===== config.mk =====
export PLATFORM = sky130hd
export DESIGN_NAME = egress_drain_flat
export DESIGN_NICKNAME = d
export VERILOG_FILES = /design/src/rtl/egress_drain_if.sv /design/src/rtl/egress_drain.sv /design/src/flat_wrapper.sv
export SDC_FILE = /design/constraint.sdc
export NUM_CORES = 1
export LEC_CHECK = 0
export ABC_AREA = 0
export ABC_CLOCK_PERIOD_IN_PS = 1950
export BUFFER_PORTS_ARGS = -buffer_cell sky130_fd_sc_hd__buf_2
export CORE_MARGIN = 2
export CORE_UTILIZATION = 49
export CTS_BUF_LIST = sky130_fd_sc_hd__clkbuf_4 sky130_fd_sc_hd__clkbuf_8 sky130_fd_sc_hd__clkbuf_16
export CTS_CLUSTER_SIZE = 20
export DETAILED_ROUTE_END_ITERATION = 12
export PLACE_DENSITY = 0.77
export SLEW_MARGIN = 15
export SYNTH_ARGS = -nofsm -noshare
export SYNTH_HDL_FRONTEND = slang
export SYNTH_SLANG_ARGS = --single-unit

===== constraint.sdc =====
create_clock -name clk -period 1.95 [get_ports clk]
set_input_delay 0.195 -clock clk [delete_from_list [all_inputs] [get_ports clk]]
set_output_delay 0.195 -clock clk [all_outputs]
set_load 0.02 [all_outputs]

===== src/rtl/egress_drain_if.sv =====
// Bundle of FIFO-side, configuration, output-stream and status signals for egress_drain.
// The master modport is the drain itself; the slave modport is the FIFOs plus the downstream consumer.
interface egress_drain_if #(
    parameter int BW = 6,
    parameter int CW = 5
);
    logic          D0_empty;
    logic          D1_empty;
    logic          D0_error_output;
    logic          D1_error_output;
    logic [BW-1:0] D0_data_out;
    logic [BW-1:0] D1_data_out;
    logic [3:0]    D0_weight;
    logic [3:0]    D1_weight;
    logic          out_ready;
    logic          D0_rd;
    logic          D1_rd;
    logic [BW-1:0] out_data;
    logic          out_src;
    logic          out_valid;
    logic [CW-1:0] cnt_D0;
    logic [CW-1:0] cnt_D1;
    logic          error_out;
    logic          idle_out;

    modport master (
        input  D0_empty, D1_empty, D0_error_output, D1_error_output,
        input  D0_data_out, D1_data_out, D0_weight, D1_weight, out_ready,
        output D0_rd, D1_rd, out_data, out_src, out_valid,
        output cnt_D0, cnt_D1, error_out, idle_out
    );

    modport slave (
        output D0_empty, D1_empty, D0_error_output, D1_error_output,
        output D0_data_out, D1_data_out, D0_weight, D1_weight, out_ready,
        input  D0_rd, D1_rd, out_data, out_src, out_valid,
        input  cnt_D0, cnt_D1, error_out, idle_out
    );
endinterface


===== src/rtl/egress_drain.sv =====
// Drains destination FIFOs D0/D1 into one output stream through a 2-entry skid buffer.
// Define EGRESS_WRR_EN for weighted round robin; otherwise strict alternation between non-empty FIFOs.
module egress_drain #(
    parameter int BW = 6,
    parameter int CW = 5
) (
    input  logic              clk,
    input  logic              reset_L,
    input  logic              init,
    egress_drain_if.master    bus
);
    typedef enum logic [1:0] {IDLE, RUN, HALT} state_t;

    typedef struct packed {
        logic          src;
        logic [BW-1:0] data;
    } entry_t;

    state_t        state;
    logic          error_q;
    logic          idle_q;
    logic          clear;

    entry_t        buf_mem [2];
    logic          head;
    logic          tail;
    logic [1:0]    occ;
    logic          inflight;
    logic          inflight_src;
    logic [CW-1:0] cnt0;
    logic [CW-1:0] cnt1;

    logic          ptr;
    logic          ne_ptr;
    logic          ne_other;
    logic          keep;
    logic          sel;
    logic          can_issue;
    logic          grant;
    logic          pop;
    logic          err_in;
    entry_t        head_entry;
    entry_t        cap_entry;

    assign clear  = ~reset_L | init;
    assign err_in = bus.D0_error_output | bus.D1_error_output;

    // Occupancy plus the outstanding read never exceeds the two buffer slots.
    assign can_issue = (state == RUN) && ((occ + {1'b0, inflight}) < 2'd2);

    assign ne_ptr   = ptr ? ~bus.D1_empty : ~bus.D0_empty;
    assign ne_other = ptr ? ~bus.D0_empty : ~bus.D1_empty;

`ifdef EGRESS_WRR_EN
    logic [3:0] burst;
    logic [3:0] wlim;

    function automatic logic [3:0] eff_weight(input logic [3:0] w);
        return (w == 4'd0) ? 4'd1 : w;
    endfunction

    // burst==0 means the current weight has not been sampled yet (fresh after reset).
    assign keep = ne_ptr && ((burst == 4'd0) || (burst < wlim));
`else
    logic unused_weights;
    assign unused_weights = ^{bus.D0_weight, bus.D1_weight};
    assign keep = ne_ptr;
`endif

    always_comb begin
        // NOTE: every signal written here gets a default first so no latch is inferred.
        sel = ptr;
        if (!keep && ne_other) begin
            sel = ~ptr;
        end
    end

    assign grant     = can_issue && (sel ? ~bus.D1_empty : ~bus.D0_empty);
    assign bus.D0_rd = grant & ~sel;
    assign bus.D1_rd = grant &  sel;

    assign head_entry    = buf_mem[head];
    assign pop           = (occ != 2'd0) && bus.out_ready;
    assign cap_entry.src  = inflight_src;
    assign cap_entry.data = inflight_src ? bus.D1_data_out : bus.D0_data_out;

    assign bus.out_valid = (occ != 2'd0);
    assign bus.out_data  = bus.out_valid ? head_entry.data : '0;
    assign bus.out_src   = bus.out_valid ? head_entry.src  : 1'b0;
    assign bus.cnt_D0    = cnt0;
    assign bus.cnt_D1    = cnt1;
    assign bus.error_out = error_q;
    assign bus.idle_out  = idle_q;

    // NOTE: buffer storage is not reset; occupancy gates its visibility, so stale contents never escape.
    always_ff @(posedge clk) begin
        if (inflight) begin
            buf_mem[tail] <= cap_entry;
        end
    end

    always_ff @(posedge clk) begin
        if (clear) begin
            head         <= 1'b0;
            tail         <= 1'b0;
            occ          <= 2'd0;
            inflight     <= 1'b0;
            inflight_src <= 1'b0;
            cnt0         <= '0;
            cnt1         <= '0;
        end else begin
            inflight     <= grant;
            inflight_src <= sel;
            if (inflight) begin
                tail <= ~tail;
            end
            if (pop) begin
                head <= ~head;
                if (head_entry.src) begin
                    cnt1 <= cnt1 + 1'b1;
                end else begin
                    cnt0 <= cnt0 + 1'b1;
                end
            end
            unique case ({inflight, pop})
                2'b10:   occ <= occ + 2'd1;
                2'b01:   occ <= occ - 2'd1;
                default: occ <= occ;
            endcase
        end
    end

`ifdef EGRESS_WRR_EN
    always_ff @(posedge clk) begin
        if (clear) begin
            ptr   <= 1'b0;
            burst <= 4'd0;
            wlim  <= 4'd1;
        end else if (grant) begin
            if ((sel == ptr) && (burst != 4'd0) && (burst < wlim)) begin
                burst <= burst + 4'd1;
            end else begin
                // Grant switches (or restarts after an exhausted burst): sample the new weight.
                ptr   <= sel;
                burst <= 4'd1;
                wlim  <= eff_weight(sel ? bus.D1_weight : bus.D0_weight);
            end
        end
    end
`else
    always_ff @(posedge clk) begin
        if (clear) begin
            ptr <= 1'b0;
        end else if (grant) begin
            ptr <= ~sel;
        end
    end
`endif

    always_ff @(posedge clk) begin
        if (clear) begin
            state   <= IDLE;
            error_q <= 1'b0;
            idle_q  <= 1'b1;
        end else if (err_in) begin
            state   <= HALT;
            error_q <= 1'b1;
            idle_q  <= 1'b0;
        end else begin
            unique case (state)
                IDLE: begin
                    if (~bus.D0_empty | ~bus.D1_empty) begin
                        state  <= RUN;
                        idle_q <= 1'b0;
                    end
                end
                RUN: begin
                    if (bus.D0_empty && bus.D1_empty && (occ == 2'd0) && !inflight) begin
                        state  <= IDLE;
                        idle_q <= 1'b1;
                    end
                end
                HALT: begin
                    state <= HALT;
                end
                default: begin
                    state  <= IDLE;
                    idle_q <= 1'b1;
                end
            endcase
        end
    end
endmodule


===== src/flat_wrapper.sv =====
// flat-port wrapper written by rule: the top's interface ports become plain ports
module egress_drain_flat 
#(
    parameter int BW = 6,
    parameter int CW = 5
)
  (clk, reset_L, init, bus_D0_empty, bus_D1_empty, bus_D0_error_output, bus_D1_error_output, bus_D0_data_out, bus_D1_data_out, bus_D0_weight, bus_D1_weight, bus_out_ready, bus_D0_rd, bus_D1_rd, bus_out_data, bus_out_src, bus_out_valid, bus_cnt_D0, bus_cnt_D1, bus_error_out, bus_idle_out);
  egress_drain_if #(.BW(BW), .CW(CW)) bus_i ();
  input  logic clk;
  input  logic reset_L;
  input  logic init;
  input wire logic [$bits(bus_i.D0_empty)-1:0] bus_D0_empty;
  input wire logic [$bits(bus_i.D1_empty)-1:0] bus_D1_empty;
  input wire logic [$bits(bus_i.D0_error_output)-1:0] bus_D0_error_output;
  input wire logic [$bits(bus_i.D1_error_output)-1:0] bus_D1_error_output;
  input wire logic [$bits(bus_i.D0_data_out)-1:0] bus_D0_data_out;
  input wire logic [$bits(bus_i.D1_data_out)-1:0] bus_D1_data_out;
  input wire logic [$bits(bus_i.D0_weight)-1:0] bus_D0_weight;
  input wire logic [$bits(bus_i.D1_weight)-1:0] bus_D1_weight;
  input wire logic [$bits(bus_i.out_ready)-1:0] bus_out_ready;
  output wire logic [$bits(bus_i.D0_rd)-1:0] bus_D0_rd;
  output wire logic [$bits(bus_i.D1_rd)-1:0] bus_D1_rd;
  output wire logic [$bits(bus_i.out_data)-1:0] bus_out_data;
  output wire logic [$bits(bus_i.out_src)-1:0] bus_out_src;
  output wire logic [$bits(bus_i.out_valid)-1:0] bus_out_valid;
  output wire logic [$bits(bus_i.cnt_D0)-1:0] bus_cnt_D0;
  output wire logic [$bits(bus_i.cnt_D1)-1:0] bus_cnt_D1;
  output wire logic [$bits(bus_i.error_out)-1:0] bus_error_out;
  output wire logic [$bits(bus_i.idle_out)-1:0] bus_idle_out;
  assign bus_i.D0_empty = bus_D0_empty;
  assign bus_i.D1_empty = bus_D1_empty;
  assign bus_i.D0_error_output = bus_D0_error_output;
  assign bus_i.D1_error_output = bus_D1_error_output;
  assign bus_i.D0_data_out = bus_D0_data_out;
  assign bus_i.D1_data_out = bus_D1_data_out;
  assign bus_i.D0_weight = bus_D0_weight;
  assign bus_i.D1_weight = bus_D1_weight;
  assign bus_i.out_ready = bus_out_ready;
  assign bus_D0_rd = bus_i.D0_rd;
  assign bus_D1_rd = bus_i.D1_rd;
  assign bus_out_data = bus_i.out_data;
  assign bus_out_src = bus_i.out_src;
  assign bus_out_valid = bus_i.out_valid;
  assign bus_cnt_D0 = bus_i.cnt_D0;
  assign bus_cnt_D1 = bus_i.cnt_D1;
  assign bus_error_out = bus_i.error_out;
  assign bus_idle_out = bus_i.idle_out;
  egress_drain #(.BW(BW), .CW(CW)) u_core (.clk(clk), .reset_L(reset_L), .init(init), .bus(bus_i));
endmodule

==> results of run 1 <==
[worst min-delay path by stage]
| stage | depth (start not counted) | slack [ps] | to |
|---|---|---|---|
| 5_1_grt | 3 | 90 | u_core.bus.idle_out |
| 3_3_place_gp | 3 | 420 | u_core.bus.error_out |
| 2_1_floorplan | 1 | 300 | u_core.inflight |
| 6_report | 3 | 80 | u_core.bus.error_out |
| 4_1_cts | 3 | 70 | u_core.bus.error_out |
| 3_5_place_dp | 3 | 430 | u_core.bus.error_out |
[area by class of cell]
class                           count  area [um2]  share of cell area
Sequential cell                    36         862               0.447
Inverter                            7        26.3              0.0136
Tap cell                           44        55.1              0.0285
Timing Repair Buffer               45         235               0.122
Clock buffer                        8        66.3              0.0344
Multi-Input combinational cell    100         684               0.355
[synthesized netlist by cell type, types with 6 or more instances]
cell type,instances,area share
nand3_1,7,0.022
mux2i_1,7,0.044
mux2_2,6,0.042
a21oi_1,12,0.037
dfxtp_1,22,0.27
edfxtp_1,14,0.26
o21ai_0,7,0.022
o31ai_1,7,0.033
or4_1,6,0.028
inv_1,7,0.016
nor2_1,17,0.040
[metal layers]
metal  GRT usage  up-vias  routed length, um
met5           0        -                  0
met3      0.0567        3                127
met1       0.221      603               1300
met2       0.336       22               1750
met4      0.0776        0                 27
li1            -      641                  -
[stage by stage]
step / power (uW) / cell area [um2]
6_report: 1290 / 1930
5_1_grt: 1350 / 1930
4_1_cts: 1300 / 1920
3_5_place_dp: 871 / 1860
3_3_place_gp: 866 / 1860
2_1_floorplan: 841 / 1610
[power groups by stage]
| stage | registers, uW | clock network [uW] | logic (uW) |
|---|---|---|---|
| global placement | 808 | 0 | 58.7 |
| CTS | 791 | 447 | 63.7 |
| detailed placement | 808 | 0 | 62.8 |
| finish | 791 | 437 | 64.0 |
| floorplan | 809 | 0 | 32.0 |
| global route | 792 | 487 | 70.5 |
[registers in the layout (all words and copies together), names as in the netlist, named ones only]
register,count
u_core.buf_mem,14
u_core.inflight,1
u_core.ptr,1
u_core.head,1
u_core.tail,1
u_core.bus.idle_out,1
u_core.inflight_src,1
u_core.bus.cnt_D1,5
u_core.bus.cnt_D0,5
u_core.bus.error_out,1
u_core.occ,2
u_core.state,2
[critical path, delay by kind of cell, from the launching register on]
family                 cells  cell delay, ps
DFF                        1             450
and+or+nand+nor            2             340
AOI/OAI and AO/OA          1             230
buffers and inverters      1             190
[cells by family (layout without fill, tap and decap cells)]
logic type	after synthesis	in the layout	share of synthesized area
AO/OA/AOI/OAI	35	35	0.139
XOR/XNOR	4	4	0.0218
buffers and inverters	15	60	0.0420
multiplexers	14	14	0.0949
AND/OR/NAND/NOR	43	43	0.138
adder cells (fa/ha/maj)	4	4	0.0296
flip-flops	36	36	0.535
[repair_timing]
item,CTS,global route
endpoints found under the hold margin,0,0
gates resized for setup,0,2
setup endpoints to repair,0,1
==> flow_summary.toml, run 1 <==
[status]
status = "complete, no violations"

[grt]
antenna_found_initial = 0
grt_overflow_total = 0
grt_pass1_wl_um = 5220
grt_pass1_vias = 1225
grt.total_usage = 0.193
grt_max_degree = 20

[sta]
hold-worst-slack_ps = 80.2
period_share = 0.890
hold_viol_final = 0
fin_setup_tns_ps = 0
fin_ws_ps = 215
slew_headroom = 0.496
layout_min_cycle_time_ps = 1730
rsz0062_at_grt = "no"
final-max-slew-violation-count = 0
finalSetupViolCount = 0
skew_ps = 8.82
max_freq_mhz = 576
worst_slew_pin_slew_ps = 756

[cts]
clk-insertion-delay-late_ps = 340
clockBufferDepth = 2
cts_buffers = 5
h-tree-depth = 2
cts.sinks = 36
clk_pin_slew_ps = 100
cts_hold_buf = 0
cts_tree = "done"
post_cts_buffers = 0
ctsRootBufferMaster = "clkbuf_4"

[pwr]
p_clk_frac = 0.338
power_density_nw_per_um2 = 670
seq_power_share = 0.612
switchingPower_uw = 271
internal-power_uw = 1020
p_comb_frac = 0.050
power_switching_share = 0.209
leakage_uw = 0.000749
ir_drop_mv = 0.508

[hold_path]
worstHoldStart = "bus_D0_error_output"
holdCritPathClass = "input port to register"

[setup_path]
crit_start = "u_core.occ[1]"
cp_max_fo = 7
rr_startpoint = "u_core.occ[1]"
reg2reg_depth = 5
crit_path_end_kind = "output port"
critPathKind = "register to output port"
path_cells = "nand3b_1 -> nand3_1 -> a211oi_2 -> buf_2"
critPathSlowestCell = "dfxtp_1"
cp.required_ps = 1750
worstPathArrival_ps = 1540
critPathCapture = "bus_D1_rd"
r2r_slack_ps = 320
worstReg2RegEnd = "u_core.occ[1]"
cp-start-kind = "register"
max_stage_delay_ps = 450

[layout]
antenna_cells = 0
drive_above_1_share = 0.327
finalNonFillerCells = 240
layout_common_cells = "buf_2, dfxtp_1, nor2_1"
final_util = 0.627
final_common_cell = "buf_2"
layout.nets = 226
syn_to_final_growth_pct = 20.0
n_fill_cell = 268

[place]
port_buffers = 41
place_hpwl_um = 2330
dp_slack_ps = 300
placed_cells = 232
gp_congestion = 0.742

[yosys]
ys_ff_latch = 36
synthesis.nets = 182
async_reset_ff_frac = 0
synth_edf_count = 14
synthCells = 151
ys.flop_type = "dfxtp_1"
synthesis.area_um2 = 1610
synth_cell_types = 34
syn_area_per_cell_um2 = 10.6
ys_seq_area_frac = 0.535
ys_warn_count = 0

[floorplanning]
dieArea_um2 = 3760
start_util = 0.522
io_pins = 50
die_h_um = 61.3
rows = 20
core-area_um2 = 3080
die_x_um = 61.3

[detailed_routing]
wire_per_inst_um = 13.3
dr.pass1.iters = 4
vias = 1269
routed_via_density = 5.29
post-route-drc-count = 0
wirelength_um = 3200
ant_nets = 0
drtIter0Drc = 52

[job]
maxCapViolCount = 0
(Power assumes the default switching activity.)
==> run 2, diff against run 1 <==
--- a/config.mk
+++ b/config.mk
@@ -9,11 +9,11 @@
 export ABC_CLOCK_PERIOD_IN_PS = 1950
 export BUFFER_PORTS_ARGS = -buffer_cell sky130_fd_sc_hd__buf_2
 export CORE_MARGIN = 2
-export CORE_UTILIZATION = 49
+export CORE_UTILIZATION = 50
 export CTS_BUF_LIST = sky130_fd_sc_hd__clkbuf_4 sky130_fd_sc_hd__clkbuf_8 sky130_fd_sc_hd__clkbuf_16
 export CTS_CLUSTER_SIZE = 20
 export DETAILED_ROUTE_END_ITERATION = 12
-export PLACE_DENSITY = 0.77
+export PLACE_DENSITY = 0.78
 export SLEW_MARGIN = 15
 export SYNTH_ARGS = -nofsm -noshare
 export SYNTH_HDL_FRONTEND = slang
==> run 2 against run 1 <==
Against the previous run: combinational power is 3.3% lower; via count is 1.5% higher; worst setup slack worse by 17 ps; flip-flop and latch count stayed put; register-to-register slack hardly changed; largest cell class unchanged.
==> flow_summary.toml, run 2 (synthesis gave the netlist of run 1 again) <==
[place]
place_hpwl_um = 2300
gp_congestion = 0.735
dp_slack_ps = 332
port_buffers = 41
placed_area_um2 = 1860

[pwr]
internal-power_uw = 982
p_clk_frac = 0.313
p_comb_frac = 0.050
power_density_nw_per_um2 = 648
leakage_uw = 0.000743
switchingPower_uw = 259
seq_power_share = 0.638
power_switching_share = 0.209
ir_drop_mv = 0.402

[layout]
layout.nets = 226
largest_register_ffs = 14
layout_common_cells = "buf_2, dfxtp_1, nor2_1"
final_common_cell = "buf_2"
antenna_cells = 0
regMostFlops = "u_core.buf_mem"
n_fill_cell = 275
syn_to_final_growth_pct = 19.1
drive_above_1_share = 0.316
finalInstanceArea_um2 = 1910

[setup_path]
worstPathArrival_ps = 1560
reg2reg_depth = 3
critPathSlowestCell = "dfxtp_1"
path_buf_inv = 1
cp.required_ps = 1750
path_delay_family = "flip-flops"
crit_path_end_kind = "output port"
r2r_slack_ps = 330
critPathKind = "register to output port"
path_cells = "a21bo_2 -> nand3_1 -> a211oi_1 -> buf_2"
cp-start-kind = "register"
cp_max_fo = 7
max_stage_delay_ps = 450
crit_start = "u_core.inflight"
worstReg2RegEnd = "u_core.bus.cnt_D0[4]"

[grt]
grt.total_usage = 0.186
grt_max_degree = 20
grt_pass1_vias = 1171
grt_pass1_wl_um = 5000
antenna_found_initial = 0
grt_overflow_total = 0

[cts]
cts.sinks = 36
cts_tree = "done"
ctsRootBufferMaster = "clkbuf_4"
h-tree-depth = 2
clk-insertion-delay-late_ps = 330
cts_buffers = 5
clockBufferDepth = 2
clk_pin_slew_ps = 100

[sta]
hold_viol_final = 0
slew_headroom = 0.538
skew_ps = 10.9
period_share = 0.898
layout_min_cycle_time_ps = 1750
worst_slew_pin_slew_ps = 693
final-max-slew-violation-count = 0
fin_ws_ps = 198
finalSetupViolCount = 0
fin_setup_tns_ps = 0
max_freq_mhz = 571
rsz0062_at_grt = "no"

[detailed_routing]
routed_via_density = 5.37
wirelength_um = 3050
dr.pass1.iters = 4
wire_per_inst_um = 12.7
ant_nets = 0
vias = 1288
drtIter0Drc = 24
post-route-drc-count = 0

[floorplanning]
die_x_um = 60.7
rows = 20
die_h_um = 60.7
start_util = 0.527
core-area_um2 = 3050
io_pins = 50
dieArea_um2 = 3690

[job]
maxCapViolCount = 0

[status]
status = "complete, no violations"

[hold_path]
whs_endpoint = "u_core.bus.error_out"
worstHoldStart = "bus_D1_error_output"
holdCritPathClass = "input port to register"
holdPathStages = 3
[run 2: cell count changes in the layout (fill, tap and decap cells not counted)]
cell,previous run,this run
clkbuf_8,1,0
clkinv_1,0,1
a211oi_1,2,3
a211oi_2,1,0
[run 2: metrics by stage]
step | total power (uW) | hold slack (ps) | util | cells
detailed placement | 871 | 436 | 0.608 | 232
finish | 1240 | 94.1 | 0.627 | 240
global placement | 866 | 416 | 0.608 | 232
global route | 1300 | 87.9 | 0.627 | 240
CTS | 1250 | 82.0 | 0.627 | 240
floorplan | 841 | 299 | - | 151
[run 2: cell type report]
| cell class | count | area, um2 | share of cell area |
|---|---|---|---|
| Timing Repair Buffer | 45 | 235 | 0.123 |
| Multi-Input combinational cell | 100 | 679 | 0.355 |
| Clock buffer | 7 | 52.6 | 0.0275 |
| Sequential cell | 36 | 862 | 0.450 |
| Clock inverter | 1 | 3.75 | 0.00196 |
| Inverter | 7 | 26.3 | 0.0137 |
| Tap cell | 44 | 55.1 | 0.0288 |
[run 2: layer usage]
layer / share of wire / global-route usage / vias to the layer above
met3: 0.044 / 0.0704 / 6
met2: 0.53 / 0.329 / 20
met1: 0.42 / 0.208 / 614
met4: 0.012 / 0.0559 / 0
li1: - / - / 648
met5: 0 / 0 / -
[run 2: worst max path at each step]
stage                            to  slack [ps]  cells past startpoint
2_1_floorplan         u_core.occ[1]         150                      6
3_3_place_gp          u_core.occ[1]         400                      5
3_5_place_dp   u_core.bus.cnt_D0[4]         330                      3
4_1_cts                   bus_D1_rd         140                      4
5_1_grt                   bus_D1_rd           5                      4
6_report                  bus_D1_rd         200                      4
[run 2: worst register-to-register path: stages, from the launching register on]
cell     delay (ps)
dfxtp_1         530
mux2_4          390
or4_1           480
a21oi_1         150
[run 2: what timing repair did]
| action | CTS | global route |
|---|---|---|
| resized for setup | 0 | 1 |
| endpoints found under the setup margin | 0 | 1 |
| endpoints found under the hold margin | 0 | 0 |
| setup buffers | 0 | 0 |
| hold buffers | 0 | 0 |
[run 2: power by group through the flow]
stage	clock network [uW]	logic (uW)	registers, uW
after global placement	0	58.6	808
after floorplan	0	32.0	809
after detailed placement	0	62.4	808
after CTS	401	62.7	791
final	388	61.9	791
after global routing	442	68.7	792
